`src/rtl/serial_adder_ctrl.sv`:
```
// ============================================================================
// serial_adder_ctrl -- bit-serial adder controller (one full-adder slice, LSB first)
// Revision: 1.0
// ============================================================================
`default_nettype none

module serial_adder_ctrl #(
   parameter int WIDTH = 8
) (
   input  logic             clk,
   input  logic             rst_n,
   input  logic             start,
   input  logic [WIDTH-1:0] a_in,
   input  logic [WIDTH-1:0] b_in,
   input  logic             cin_in,
   output logic             busy,
   output logic             done,
   output logic [WIDTH-1:0] sum_out,
   output logic             cout
);

   localparam int CW = $clog2(WIDTH);

   typedef enum logic [1:0] {
      IDLE = 2'd0,
      RUN  = 2'd1,
      DONE = 2'd2
   } state_t;

   state_t           state_q, state_d;
   logic [WIDTH-1:0] a_sh_q, a_sh_d;
   logic [WIDTH-1:0] b_sh_q, b_sh_d;
   logic [WIDTH-1:0] res_q, res_d;
   logic [WIDTH-1:0] sum_q, sum_d;
   logic             carry_q, carry_d;
   logic             cout_q, cout_d;
   logic [CW-1:0]    cnt_q, cnt_d;
   logic             s_bit, c_bit;

   // The single full-adder slice shared across all bit positions.
   always_comb begin
      s_bit = a_sh_q[0] ^ b_sh_q[0] ^ carry_q;
      c_bit = (a_sh_q[0] & b_sh_q[0]) | (b_sh_q[0] & carry_q) | (carry_q & a_sh_q[0]);
   end

   always_comb begin
      state_d = state_q;
      a_sh_d  = a_sh_q;
      b_sh_d  = b_sh_q;
      res_d   = res_q;
      sum_d   = sum_q;
      carry_d = carry_q;
      cout_d  = cout_q;
      cnt_d   = cnt_q;
      case (state_q)
         IDLE: begin
            if (start) begin
               a_sh_d  = a_in;
               b_sh_d  = b_in;
               carry_d = cin_in;
               cnt_d   = '0;
               state_d = RUN;
            end
         end
         RUN: begin
            a_sh_d  = a_sh_q >> 1;
            b_sh_d  = b_sh_q >> 1;
            res_d   = {s_bit, res_q[WIDTH-1:1]};
            carry_d = c_bit;
            cnt_d   = cnt_q + CW'(1);
            // Last slice: the result register is only complete including this bit.
            if (cnt_q == CW'(WIDTH - 1)) begin
               sum_d   = {s_bit, res_q[WIDTH-1:1]};
               cout_d  = c_bit;
               state_d = DONE;
            end
         end
         DONE: begin
            state_d = IDLE;
         end
         default: begin
            state_d = IDLE;
         end
      endcase
   end

   always_ff @(posedge clk or negedge rst_n) begin
      if (!rst_n) begin
         state_q <= IDLE;
         a_sh_q  <= '0;
         b_sh_q  <= '0;
         res_q   <= '0;
         sum_q   <= '0;
         carry_q <= 1'b0;
         cout_q  <= 1'b0;
         cnt_q   <= '0;
      end else begin
         state_q <= state_d;
         a_sh_q  <= a_sh_d;
         b_sh_q  <= b_sh_d;
         res_q   <= res_d;
         sum_q   <= sum_d;
         carry_q <= carry_d;
         cout_q  <= cout_d;
         cnt_q   <= cnt_d;
      end
   end

   assign busy    = (state_q == RUN);
   assign done    = (state_q == DONE);
   assign sum_out = sum_q;
   assign cout    = cout_q;

endmodule

`default_nettype wire

```
`config.mk`:
```
export PLATFORM = sky130hd
export DESIGN_NAME = serial_adder_ctrl
export DESIGN_NICKNAME = d
export VERILOG_FILES = /design/src/rtl/serial_adder_ctrl.sv
export SDC_FILE = /design/constraint.sdc
export NUM_CORES = 1
export LEC_CHECK = 0
export CAP_MARGIN = 20
export CORE_ASPECT_RATIO = 0.7
export CORE_MARGIN = 5
export CORE_UTILIZATION = 40
export DETAILED_ROUTE_END_ITERATION = 10
export GPL_ROUTABILITY_DRIVEN = 0
export PLACE_DENSITY_LB_ADDON = 0.1
export SLEW_MARGIN = 30
export SYNTH_ARGS = -nofsm -noshare
export SYNTH_HDL_FRONTEND = slang
export SYNTH_SLANG_ARGS = --single-unit
```
`constraint.sdc`:
```
create_clock -name clk -period 3.2 [get_ports clk]
set_clock_uncertainty 0.2 [all_clocks]
set_input_delay 0.64 -clock clk [delete_from_list [all_inputs] [get_ports clk]]
set_output_delay 0.64 -clock clk [all_outputs]
set_load 0.01 [all_outputs]
```
# Yosys cells after proc, flatten, opt, wreduce, memory -nomap -nowiden
# Index checks and enable logic that the tools add are counted.
dict set report op_classes {
  n_addsub 1
  magnitude_cmp 0
  n_bitwise 7
  shift 0
  n_mul 0
  div 0
  n_reduce_logical 5
  n_mux 11
  eq_ne 5
}
# op count
set ops {}
lappend ops {{$pmux W8 S2} 2}
lappend ops {{$mux W8} 2}
lappend ops {{$pmux W3 S2} 1}
lappend ops {{$reduce_and A2 Y1} 3}
lappend ops {{$mux W2} 2}
lappend ops {{$pmux W2 S2} 1}
lappend ops {{$add A3 B1 Y3 const B} 1}
lappend ops {{$and A1 B1 Y1} 3}
lappend ops {{$eq A3 B3 Y1 const B} 1}
lappend ops {{$mux W3} 1}
lappend ops {{$eq A2 B1 Y1 const B} 1}
lappend ops {{$eq A2 B2 Y1 const B} 1}
lappend ops {{$logic_not A2 Y1} 1}
lappend ops {{$ne A2 B1 Y1 const B} 1}
lappend ops {{$ne A2 B2 Y1 const B} 1}
lappend ops {{$or A1 B1 Y1} 2}
lappend ops {{$pmux W1 S2} 1}
lappend ops {{$reduce_bool A2 Y1} 1}
lappend ops {{$xor A1 B1 Y1} 2}
lappend ops {{$mux W1} 1}
dict set report word_totals {
  in_bits 20
  n_memories 0
  romBits 0
  reg_bits 39
  wordCells 37
  mem_bits_rw 0
  out_inout_bits 11
  latch_bits 0
}

# Longest topological paths before layout
# Gate-level depths: netlist (run 1).
dict set report depth {
  word_depth 4
  mapped_depth 5
  mapped_depth_nobuf 4
}

# Least setup slack after synthesis (run 1)
# OpenSTA, ideal clock, no wires.
dict set report synth_timing {
  path_type {reg-to-output}
  from {reg state_q[1]}
  to {out done}
  path_buffers 2
  arrival_ns 0.942
  path_stages_with_launch 4
  t_required_ns 2.360
  path_slack_ns 1.418
  path_cell_list {dfrtp_1 > buf_2 > buf_2 > nor2b_1}
}
dict set report synth_via {
  elab_chain_cells 1
}
# item line_no
set synth_lines {}
lappend synth_lines {{from (decl)} 30} ;# state_t state_q, state_d;
lappend synth_lines {{from (signal assigned)} 98} ;# state_q <= state_d;
lappend synth_lines {{$eq A2 B2 Y1} 110} ;# assign done = (state_q == DONE);
lappend synth_lines {{to (decl)} 17} ;# output logic done,
# No other way between the ends.

# Final worst setup path (run 1)
dict set report layout_timing {
  from {reg state_q[1]}
  to {out busy}
}
dict set report layout_via {
  elab_chain_cells 1
}
# item line_no
set layout_lines {}
lappend layout_lines {{$eq A2 B1 Y1} 109} ;# assign busy = (state_q == RUN);
lappend layout_lines {{to (decl)} 16} ;# output logic busy,
# No other way between the ends.

==> results of run 1 <==
[synthesized netlist by cell type (all sizes together), types with 2 or more instances]
master | n | area share [%]
nor4bb | 2 | 1.1
dfrtp | 38 | 54
buf | 11 | 3.8
a211oi | 7 | 3.0
inv | 9 | 1.9
or4b | 8 | 4.5
ha | 2 | 1.4
a211o | 2 | 0.99
a22o | 2 | 0.99
nand2b | 3 | 1.1
mux2 | 16 | 10
nor4b | 7 | 3.5
o221a | 8 | 5.1
nor3b | 9 | 3.8
[cell families after synthesis]
group / share of synthesized area (%)
and+or+nand+nor: 14.8
buffers and inverters: 6.04
muxes: 11.0
AOI/OAI and AO/OA: 11.6
DFF: 54.0
adders and majority gates: 2.56
[worst register-to-register path, cell delays in order, from the launching register on]
cell	delay [ps]
sky130_fd_sc_hd__dfrtp_1	420
sky130_fd_sc_hd__ha_1	220
sky130_fd_sc_hd__ha_1	190
sky130_fd_sc_hd__nand3b_1	390
sky130_fd_sc_hd__mux2_1	400
[stage by stage]
stage	utilization, %	hold slack, ps	worst slack [ps]	area, sq um
finish	50.9	112	620	2190
global route	50.9	148	476	2190
CTS	50.9	278	597	2190
detailed placement	48.2	281	694	2080
global placement	48.2	270	735	2080
floorplan	-	144	1420	1760
[registers in the layout (all words and copies together), names as in the netlist]
register  cells
a_sh_q        8
b_sh_q        8
sum_out       8
res_q         7
cnt_q         3
state_q       2
carry_q       1
cout          1
[report_power, final]
part	switching, W	internal [W]
registers	0.000165	0.000713
clock network	0.000170	0.000232
logic	0.000319	0.000446
[layout make-up]
class | instances | area share [%]
Clock buffer | 5 | 3.14
Inverter | 9 | 1.54
Timing Repair Buffer | 33 | 14.6
Clock inverter | 3 | 2.05
Multi-Input combinational cell | 73 | 32.1
Tap cell | 55 | 3.14
Sequential cell | 38 | 43.4
[layer usage]
layer	GRT usage (%)	part of all wire [%]	wire (um)
met4	3.90	0.77	27
met1	21.3	53	1850
met2	18.2	41	1440
met5	0	0	0
met3	4.39	5.4	189
[worst max-delay path by stage]
stage / to / start / slack, ps / depth (start not counted)
detailed placement: a_sh_q[5] / start / 690 / 3
floorplan: done / state_q[1] / 1420 / 3
CTS: busy / state_q[1] / 600 / 3
finish: busy / state_q[1] / 620 / 3
global placement: b_sh_q[4] / start / 740 / 3
global route: busy / state_q[1] / 480 / 3
==> impl_results.md, run 1 <==
- Result of the run: completed
- Total track usage: 13.8%
- HPWL after DPL: 2.45 mm
- Launching point of the worst reg2reg path: cnt_q[0]
- Synth Cell Area: 1760 sq um
- Vias per cell: 5.37
- Worst reg2reg path endpoint: sum_out[1]
- Post-Place Cells: 208
- Number of distinct library cells after synthesis: 25
- Clock tree buffer depth: 2
- Cell chain of the critical path: nand2b_1 -> inv_2 -> clkdlybuf4s50_1
- Fraction of layout instances using a drive strength above 1: 14.3%
- Effective utilization at floorplan: 40.9%
- Number of buffers created by CTS: 5
- Crit path max-delay family: buffers and inverters
- Flip-flop and latch count after synthesis: 38
- Iter 0 DRT Violations: 40
- Sequential cell area: 951 sq um
- Setup repair after global routing missed its margin: no
- Number of antenna-violating nets in the routed design: 0
- Number of placement rows: 20
- Total leakage power: 0.925 nW
- Horiz. Die Dim: 89.3 um
- First drt pass iteration count: 4
- Post-DR wirelength/cell: 16.3 um
- Slew at the pin closest to its max-slew limit: 644 ps
- Setup slack of the worst register-to-register path: 1260 ps
- Clock tree from TritonCTS: built
- Clock slew seen by the registers of the worst setup and hold paths: 70 ps
- Worst R2R Path Depth: 4
- Share of the clock period used by the worst path: 80.6%
- Final setup TNS: 0 ps
- Dominant register cell in the synthesized netlist: sky130_fd_sc_hd__dfrtp_1
- Total power density per cell area: 933 nW/um^2
- Area growth from synthesis to layout: 24.4%
- Die boundary height: 65.5 um
- Area of the placeable core: 4300 sq um
- Number of max-cap violations: 0
- Type of the most critical hold path: input pin to asynchronous set/reset pin
- CP endpoint kind: primary output
- Yosys warns: 0
- Final hold violation count: 0
- Async SR Flop Fraction: 100%
- Worst stage delay on the critical path: 550 ps
- Top library cells by usage in the layout, fill and taps aside: sky130_fd_sc_hd__dfrtp_1, sky130_fd_sc_hd__clkdlybuf4s50_1, sky130_fd_sc_hd__mux2_1
- Required @ worst endpoint: 2360 ps
- Register area share after synthesis: 54.0%
- Combined buffer and inverter count along the critical path: 2
- Type of the setup path with the least slack: flop to primary output
- Hold_buf cts: 0
- Final setup vio count: 0
- Multi-input logic area: 704 sq um
- Maximum fanout along the worst path: 17
- Synth Instances: 132
- Syn_nets: 155
- I/O pin cnt: 31
- Level count of the clock H-tree: 2
- Critical-path cell with the highest stage delay: sky130_fd_sc_hd__dfrtp_1
- Diodes inserted: 0
- Maximum VDD drop: 0.000512 V
- Startpoint type of the worst setup path: flop
- Quantity of gates resized following cts: 0
- Initial antenna violation count: 0
- Max_slew headroom: 56.9%
- Total routed wirelength: 3.51 mm
- Data arrival, critical path: 1740 ps
- Leading cell type in the layout, fill and taps excluded: sky130_fd_sc_hd__dfrtp_1
- Vias in the first global route: 1205
- Finished Layout Cells: 216
- Total vias in the final route: 1160
- Drc violations: 0
- Wire length of the first global-routing pass: 6.14 mm
- Number of enable-type register cells in the synthesized netlist: 0
- F_max: 0.388 GHz
- Clk_lat worst skew: 280 ps
- Post-Synthesis Mean Instance Area: 13.3 sq um
- Final period demand of the worst path: 2580 ps
- Pin count of the biggest net entering global routing: 39
- Clock Sink Count: 38
- Aggregate global routing overflow: 0
- Cell at the root of the clock tree: sky130_fd_sc_hd__clkbuf_8
- Area of the die: 5850 sq um
- Total of fill cells in the finished design: 390
- Quantity of I/O buffers inserted on ports: 30
- Total Power Consumption: 0.00204 W
- Post-CTS Setup Bufs: 0
- Nets: 183
- Final count of pins violating max slew: 0
No activity file was read; power rests on OpenSTA's default activity.
==> run 2: changes to the inputs <==
Clock period 3.2 ns to 2.2 ns, I/O delays scaled along.
==> run 2 against run 1 <==
  * Largest power group unchanged
  * Die area unchanged
  * Final cell count up 3.2%
  * Routed wire length up 0.34%
  * Sequential cell count unchanged
  * Critical path depth down 1
  * Clock-buffer cell count up 1
  * Global-route usage down 0.32 points
==> impl_results.md, run 2 (same netlist as run 1, synthesis figures left out) <==
- Maximum fanout along the worst path: 9 (was 17)
- Startpoint type of the worst setup path: flop (unchanged)
- Number of placement rows: 20 (unchanged)
- Wire length of the first global-routing pass: 5.91 mm (was 6.14 mm)
- Vias per cell: 5.13 (was 5.37)
- Cell at the root of the clock tree: sky130_fd_sc_hd__clkbuf_8 (unchanged)
- Clk_lat worst skew: 290 ps (was 280 ps)
- Final setup TNS: 0 ps (unchanged)
- Area of the die: 5850 sq um (unchanged)
- Top library cells by usage in the layout, fill and taps aside: sky130_fd_sc_hd__dfrtp_1, sky130_fd_sc_hd__clkdlybuf4s50_1, sky130_fd_sc_hd__mux2_1 (unchanged)
- Initial antenna violation count: 0 (unchanged)
- Max_slew headroom: 67.5% (was 56.9%)
- Aggregate global routing overflow: 0 (unchanged)
- Data arrival, critical path: 1430 ps (was 1740 ps)
- Required @ worst endpoint: 1560 ps (was 2360 ps)
- CP endpoint kind: primary output (unchanged)
- Number of max-cap violations: 0 (unchanged)
- Final hold violation count: 0 (unchanged)
- Pin count of the biggest net entering global routing: 39 (unchanged)
- Diodes inserted: 0 (unchanged)
- Total leakage power: 0.981 nW (was 0.925 nW)
- Drc violations: 0 (unchanged)
- Post-CTS Setup Bufs: 0 (unchanged)
- Total routed wirelength: 3.52 mm (was 3.51 mm)
- Post-DR wirelength/cell: 15.8 um (was 16.3 um)
- First drt pass iteration count: 4 (unchanged)
- Slew at the pin closest to its max-slew limit: 488 ps (was 644 ps)
- Met2 track demand over resource in global routing: 15.8% (was 18.2%)
- Busiest layer in global routing: met1 (unchanged)
- Total power density per cell area: 1370 nW/um^2 (was 933 nW/um^2)
- Final period demand of the worst path: 2070 ps
- Maximum VDD drop: 0.000710 V (was 0.000512 V)
- Type of the most critical hold path: flop to flop (was input pin to asynchronous set/reset pin)
- Area growth from synthesis to layout: 29.8% (was 24.4%)
- Result of the run: completed (unchanged)
- Fraction of layout instances using a drive strength above 1: 17.9% (was 14.3%)
- Leading cell type in the layout, fill and taps excluded: sky130_fd_sc_hd__dfrtp_1 (unchanged)
- Quantity of I/O buffers inserted on ports: 30 (unchanged)
- I/O pin cnt: 31 (unchanged)
- Number of antenna-violating nets in the routed design: 0 (unchanged)
- Clock tree from TritonCTS: built (unchanged)
- Core occupancy in the finished layout: 53.1% (was 50.9%)
- Clock Sink Count: 38 (unchanged)
- Final setup vio count: 0 (unchanged)
- Vias in the first global route: 1175 (was 1205)
- Horiz. Die Dim: 89.3 um (unchanged)
- Setup repair after global routing missed its margin: no (unchanged)
- Total vias in the final route: 1145 (was 1160)
- Effective utilization at floorplan: 40.9% (unchanged)
- Clock tree buffer depth: 2 (unchanged)
- Level count of the clock H-tree: 2 (unchanged)
- Multi-input logic area: 704 sq um (unchanged)
- Type of the setup path with the least slack: flop to primary output (unchanged)
- Nets: 190 (was 183)
- Clock slew seen by the registers of the worst setup and hold paths: 70 ps (about the same)
- HPWL after DPL: 2.35 mm (was 2.45 mm)
- Met3 layer usage reported by global route: 4.51% (was 4.39%)
- Total of fill cells in the finished design: 370 (was 390)
- Total track usage: 13.5% (was 13.8%)
- Met1 Resource Use GR: 21.4% (was 21.3%)
- Die boundary height: 65.5 um (unchanged)
- Share of the clock period used by the worst path: 94.1%
- Final count of pins violating max slew: 0 (unchanged)
- F_max: 0.483 GHz
- Sequential cell area: 952 sq um (was 951 sq um)
- Area of the placeable core: 4300 sq um (unchanged)
- Number of buffers created by CTS: 5 (unchanged)
- Iter 0 DRT Violations: 23 (was 40)
## run 2: cell types whose count changed in the layout (fill, tap and decap cells not counted), sizes merged
cell,previous run,this run
dlygate4sd3,0,1
clkbuf,5,6
dlygate4sd2,0,1
clkinvlp,2,0
bufinv,1,2
buf,4,10
clkdlybuf4s50,29,28
## run 2: repair_timing
action                                  in CTS  in global routing
hold buffers                                 1                  0
endpoints found under the setup margin       1                  0
endpoints found under the hold margin       10                  0
resized for setup                            2                  0
## run 2: worst paths after layout
check	from	endpoint	slack, ps	cells past startpoint
min	sum_out[0]	sum_out[0]	290	1
min in group asynchronous	rst_n	b_sh_q[3]	520	3
min reg2reg	sum_out[0]	sum_out[0]	290	1
max in group asynchronous	rst_n	state_q[1]	900	3
max reg2reg	cnt_q[0]	sum_out[1]	300	5
max	state_q[1]	done	130	2
## run 2: power breakdown
part	total, W	internal (W)	switching, W
clock	0.000731	0.000484	0.000247
combinational	0.00117	0.000674	0.000495
sequential	0.00124	0.00104	0.000204
total	0.00314	0.00220	0.000946
## run 2: area by class of cell
class | instances | share of cell area [%]
inverter | 9 | 1.48
clock inverter | 2 | 2.63
multi-input combinational | 73 | 30.8
sequential | 38 | 41.7
timing repair buffer | 40 | 16.8
tap | 55 | 3.01
clock buffer | 6 | 3.61
## run 2: critical path: stages, from the launching register on
cell and delay (ps):
sky130_fd_sc_hd__dfrtp_2 440, sky130_fd_sc_hd__nor2b_1 170, sky130_fd_sc_hd__clkdlybuf4s50_1 550
## run 2: metrics by stage
stage	setup slack [ps]	area (sq um)	cells	total power, W	hold slack [ps]
global placement	205	2130	214	0.00240	271
finish	130	2290	223	0.00314	293
detailed placement	195	2130	214	0.00244	284
CTS	93.7	2290	223	0.00319	300
floorplan	536	1760	132	0.00201	-55.6
global route	16.9	2290	223	0.00337	313
## run 2: routing by layer
layer,part of all wire [%],vias to the layer above
li1,-,565
met1,55,553
met2,38,22
met3,5.2,5
met4,1.5,0
met5,0,-
==> run 3: changes to the inputs <==
Settings changed: CORE_UTILIZATION 40 to 47.
==> run 3 against run 2 <==
  * Die area fell by 13%
  * Final area decreased by 3.4%
  * Via count fell by 0.96%
  * Final cell count shrank 3.6%
  * Register-to-register slack barely moved
  * Fmax down 0.74%
  * Critical path type unchanged
  * Largest cell class unchanged
  * Highest routed layer unchanged
==> impl_results.md, run 3 (same netlist as run 1, synthesis figures left out) <==
- Fraction of layout instances using a drive strength above 1: 15.2% (was 17.9%)
- Final period demand of the worst path: 2080 ps (was 2070 ps)
- Clock slew seen by the registers of the worst setup and hold paths: 80 ps (was 70 ps)
- HPWL after DPL: 2.31 mm (was 2.35 mm)
- Area of the placeable core: 3560 sq um (was 4300 sq um)
- Nets: 187 (was 190)
- Area of the die: 5090 sq um (was 5850 sq um)
- Endpoint, Worst Hold: state_q[0] (was sum_out[0])
- Pin count of the biggest net entering global routing: 39 (unchanged)
- Setup repair after global routing missed its margin: no (unchanged)
- Wire length of the first global-routing pass: 5.77 mm (was 5.91 mm)
- Total routed wirelength: 3.36 mm (was 3.52 mm)
- Vias in the first global route: 1197 (was 1175)
- Drc violations: 0 (unchanged)
- Diodes inserted: 0 (unchanged)
- Quantity of I/O buffers inserted on ports: 30 (unchanged)
- Startpoint type of the worst setup path: flop (unchanged)
- Cell chain of the critical path: nor2b_1 -> clkdlybuf4s50_1 (unchanged)
- Aggregate global routing overflow: 0 (unchanged)
- Horiz. Die Dim: 83.2 um (was 89.3 um)
- Iter 0 DRT Violations: 61 (was 23)
- Area growth from synthesis to layout: 25.4% (was 29.8%)
- Initial antenna violation count: 0 (unchanged)
- Clock tree from TritonCTS: built (unchanged)
- Data arrival, critical path: 1440 ps (was 1430 ps)
- Leading cell type in the layout, fill and taps excluded: sky130_fd_sc_hd__dfrtp_1 (unchanged)
- Final setup vio count: 0 (unchanged)
- Post-DR wirelength/cell: 15.6 um (was 15.8 um)
- Number of buffers created by CTS: 5 (unchanged)
- First drt pass iteration count: 4 (unchanged)
- Max_slew headroom: 64.7% (was 67.5%)
- Vias per cell: 5.27 (was 5.13)
- Worst reg2reg path endpoint: sum_out[7] (was sum_out[1])
- Top library cells by usage in the layout, fill and taps aside: sky130_fd_sc_hd__dfrtp_1, sky130_fd_sc_hd__clkdlybuf4s50_1, sky130_fd_sc_hd__mux2_1 (unchanged)
- Effective utilization at floorplan: 49.5% (was 40.9%)
- Setup slack of the worst register-to-register path: 300 ps (about the same)
- Slew at the pin closest to its max-slew limit: 528 ps (was 488 ps)
- Type of the setup path with the least slack: flop to primary output (unchanged)
- Launch point of the worst hold path: state_q[1] (was sum_out[0])
- Final setup TNS: 0 ps (unchanged)
- Worst R2R Path Depth: 4 (was 5)
- Clock Sink Count: 38 (unchanged)
- Combined buffer and inverter count along the critical path: 1 (unchanged)
- Post-Place Cells: 206 (was 214)
- Crit path max-delay family: buffers and inverters (unchanged)
- Cell at the root of the clock tree: sky130_fd_sc_hd__clkbuf_8 (unchanged)
- Final count of pins violating max slew: 0 (unchanged)
- Number of antenna-violating nets in the routed design: 0 (unchanged)
- Type of the most critical hold path: flop to flop (unchanged)
- Number of cells traversed by the worst hold path: 1 (unchanged)
- Finished Layout Cells: 215 (was 223)
- F_max: 0.480 GHz (was 0.483 GHz)
- Maximum fanout along the worst path: 6 (was 9)
- Final hold violation count: 0 (unchanged)
- Result of the run: completed (unchanged)
- Total track usage: 14.9% (was 13.5%)
- Total leakage power: 0.951 nW (was 0.981 nW)
- Maximum VDD drop: 0.000666 V (was 0.000710 V)
- Clock tree buffer depth: 2 (unchanged)
- Post-CTS Setup Bufs: 0 (unchanged)
- Die boundary height: 61.2 um (was 65.5 um)
- I/O pin cnt: 31 (unchanged)
- CP endpoint kind: primary output (unchanged)
- Worst slack at placement: 59.7 ps (was 195 ps)
- Launching point of the worst reg2reg path: cnt_q[0] (unchanged)
- Total power density per cell area: 1300 nW/um^2 (was 1370 nW/um^2)
- Worst stage delay on the critical path: 560 ps (was 550 ps)
- Total vias in the final route: 1134 (was 1145)
- Level count of the clock H-tree: 2 (unchanged)
- Number of max-cap violations: 0 (unchanged)
- Critical-path cell with the highest stage delay: sky130_fd_sc_hd__clkdlybuf4s50_1 (unchanged)
- Clk_lat worst skew: 290 ps (about the same)
- Share of the clock period used by the worst path: 94.8% (was 94.1%)
- Final worst-path setup slack: 115 ps (was 130 ps)
- Required @ worst endpoint: 1560 ps (about the same)
- Number of placement rows: 18 (was 20)
-- run 3: changes by cell type in the layout (fill, tap and decap cells not counted), sizes merged --
cell          delta
dlygate4sd2      -1
clkinv           +1
bufinv           -2
buf              -3
clkbuf           +1
dlymetal6s2s     +1
-- run 3: worst max-delay path by stage --
stage / endpoint / cells after the start / from / slack [ps]
floorplan: cout / 5 / cnt_q[0] / 540
global route: done / 2 / state_q[0] / 20
finish: done / 2 / state_q[0] / 120
global placement: b_sh_q[2] / 4 / start / 110
CTS: busy / 3 / state_q[1] / 30
detailed placement: a_sh_q[1] / 4 / start / 60
-- run 3: through the flow --
stage / hold slack [ps] / power (W) / utilization [%] / area, sq um
2_1_floorplan: -55.6 / 0.00201 / - / 1760
3_3_place_gp: 218 / 0.00236 / 59.1 / 2100
3_5_place_dp: 222 / 0.00242 / 59.1 / 2100
4_1_cts: 274 / 0.00292 / 62.0 / 2210
5_1_grt: 311 / 0.00310 / 62.1 / 2210
6_report: 276 / 0.00287 / 62.1 / 2210
-- run 3: cell type report --
cell class                 instances  area (sq um)
clock buffer                       7          86.3
clock inverter                     1          5.00
fill                             307          1350
inverter                           9          33.8
multi-input combinational         73           704
sequential                        38           951
tap                               50          62.6
timing repair buffer              37           365
-- run 3: report_power, final --
| group | total, W | internal (W) | switching, W |
|---|---|---|---|
| clock | 0.000488 | 0.000253 | 0.000236 |
| combinational | 0.00114 | 0.000659 | 0.000485 |
| sequential | 0.00124 | 0.00104 | 0.000203 |
-- run 3: layer usage --
layer	vias to the layer above	track usage, %	routed length, um
met1	550	19.6	1690
met5	-	0	0
li1	555	-	-
met4	0	6.29	33
met2	25	22.5	1430
met3	4	5.61	203
-- run 3: what timing repair did --
item	in CTS	in global routing
setup endpoints to repair	0	1
resized for setup	0	1
endpoints found under the hold margin	38	0
hold buffers	1	0
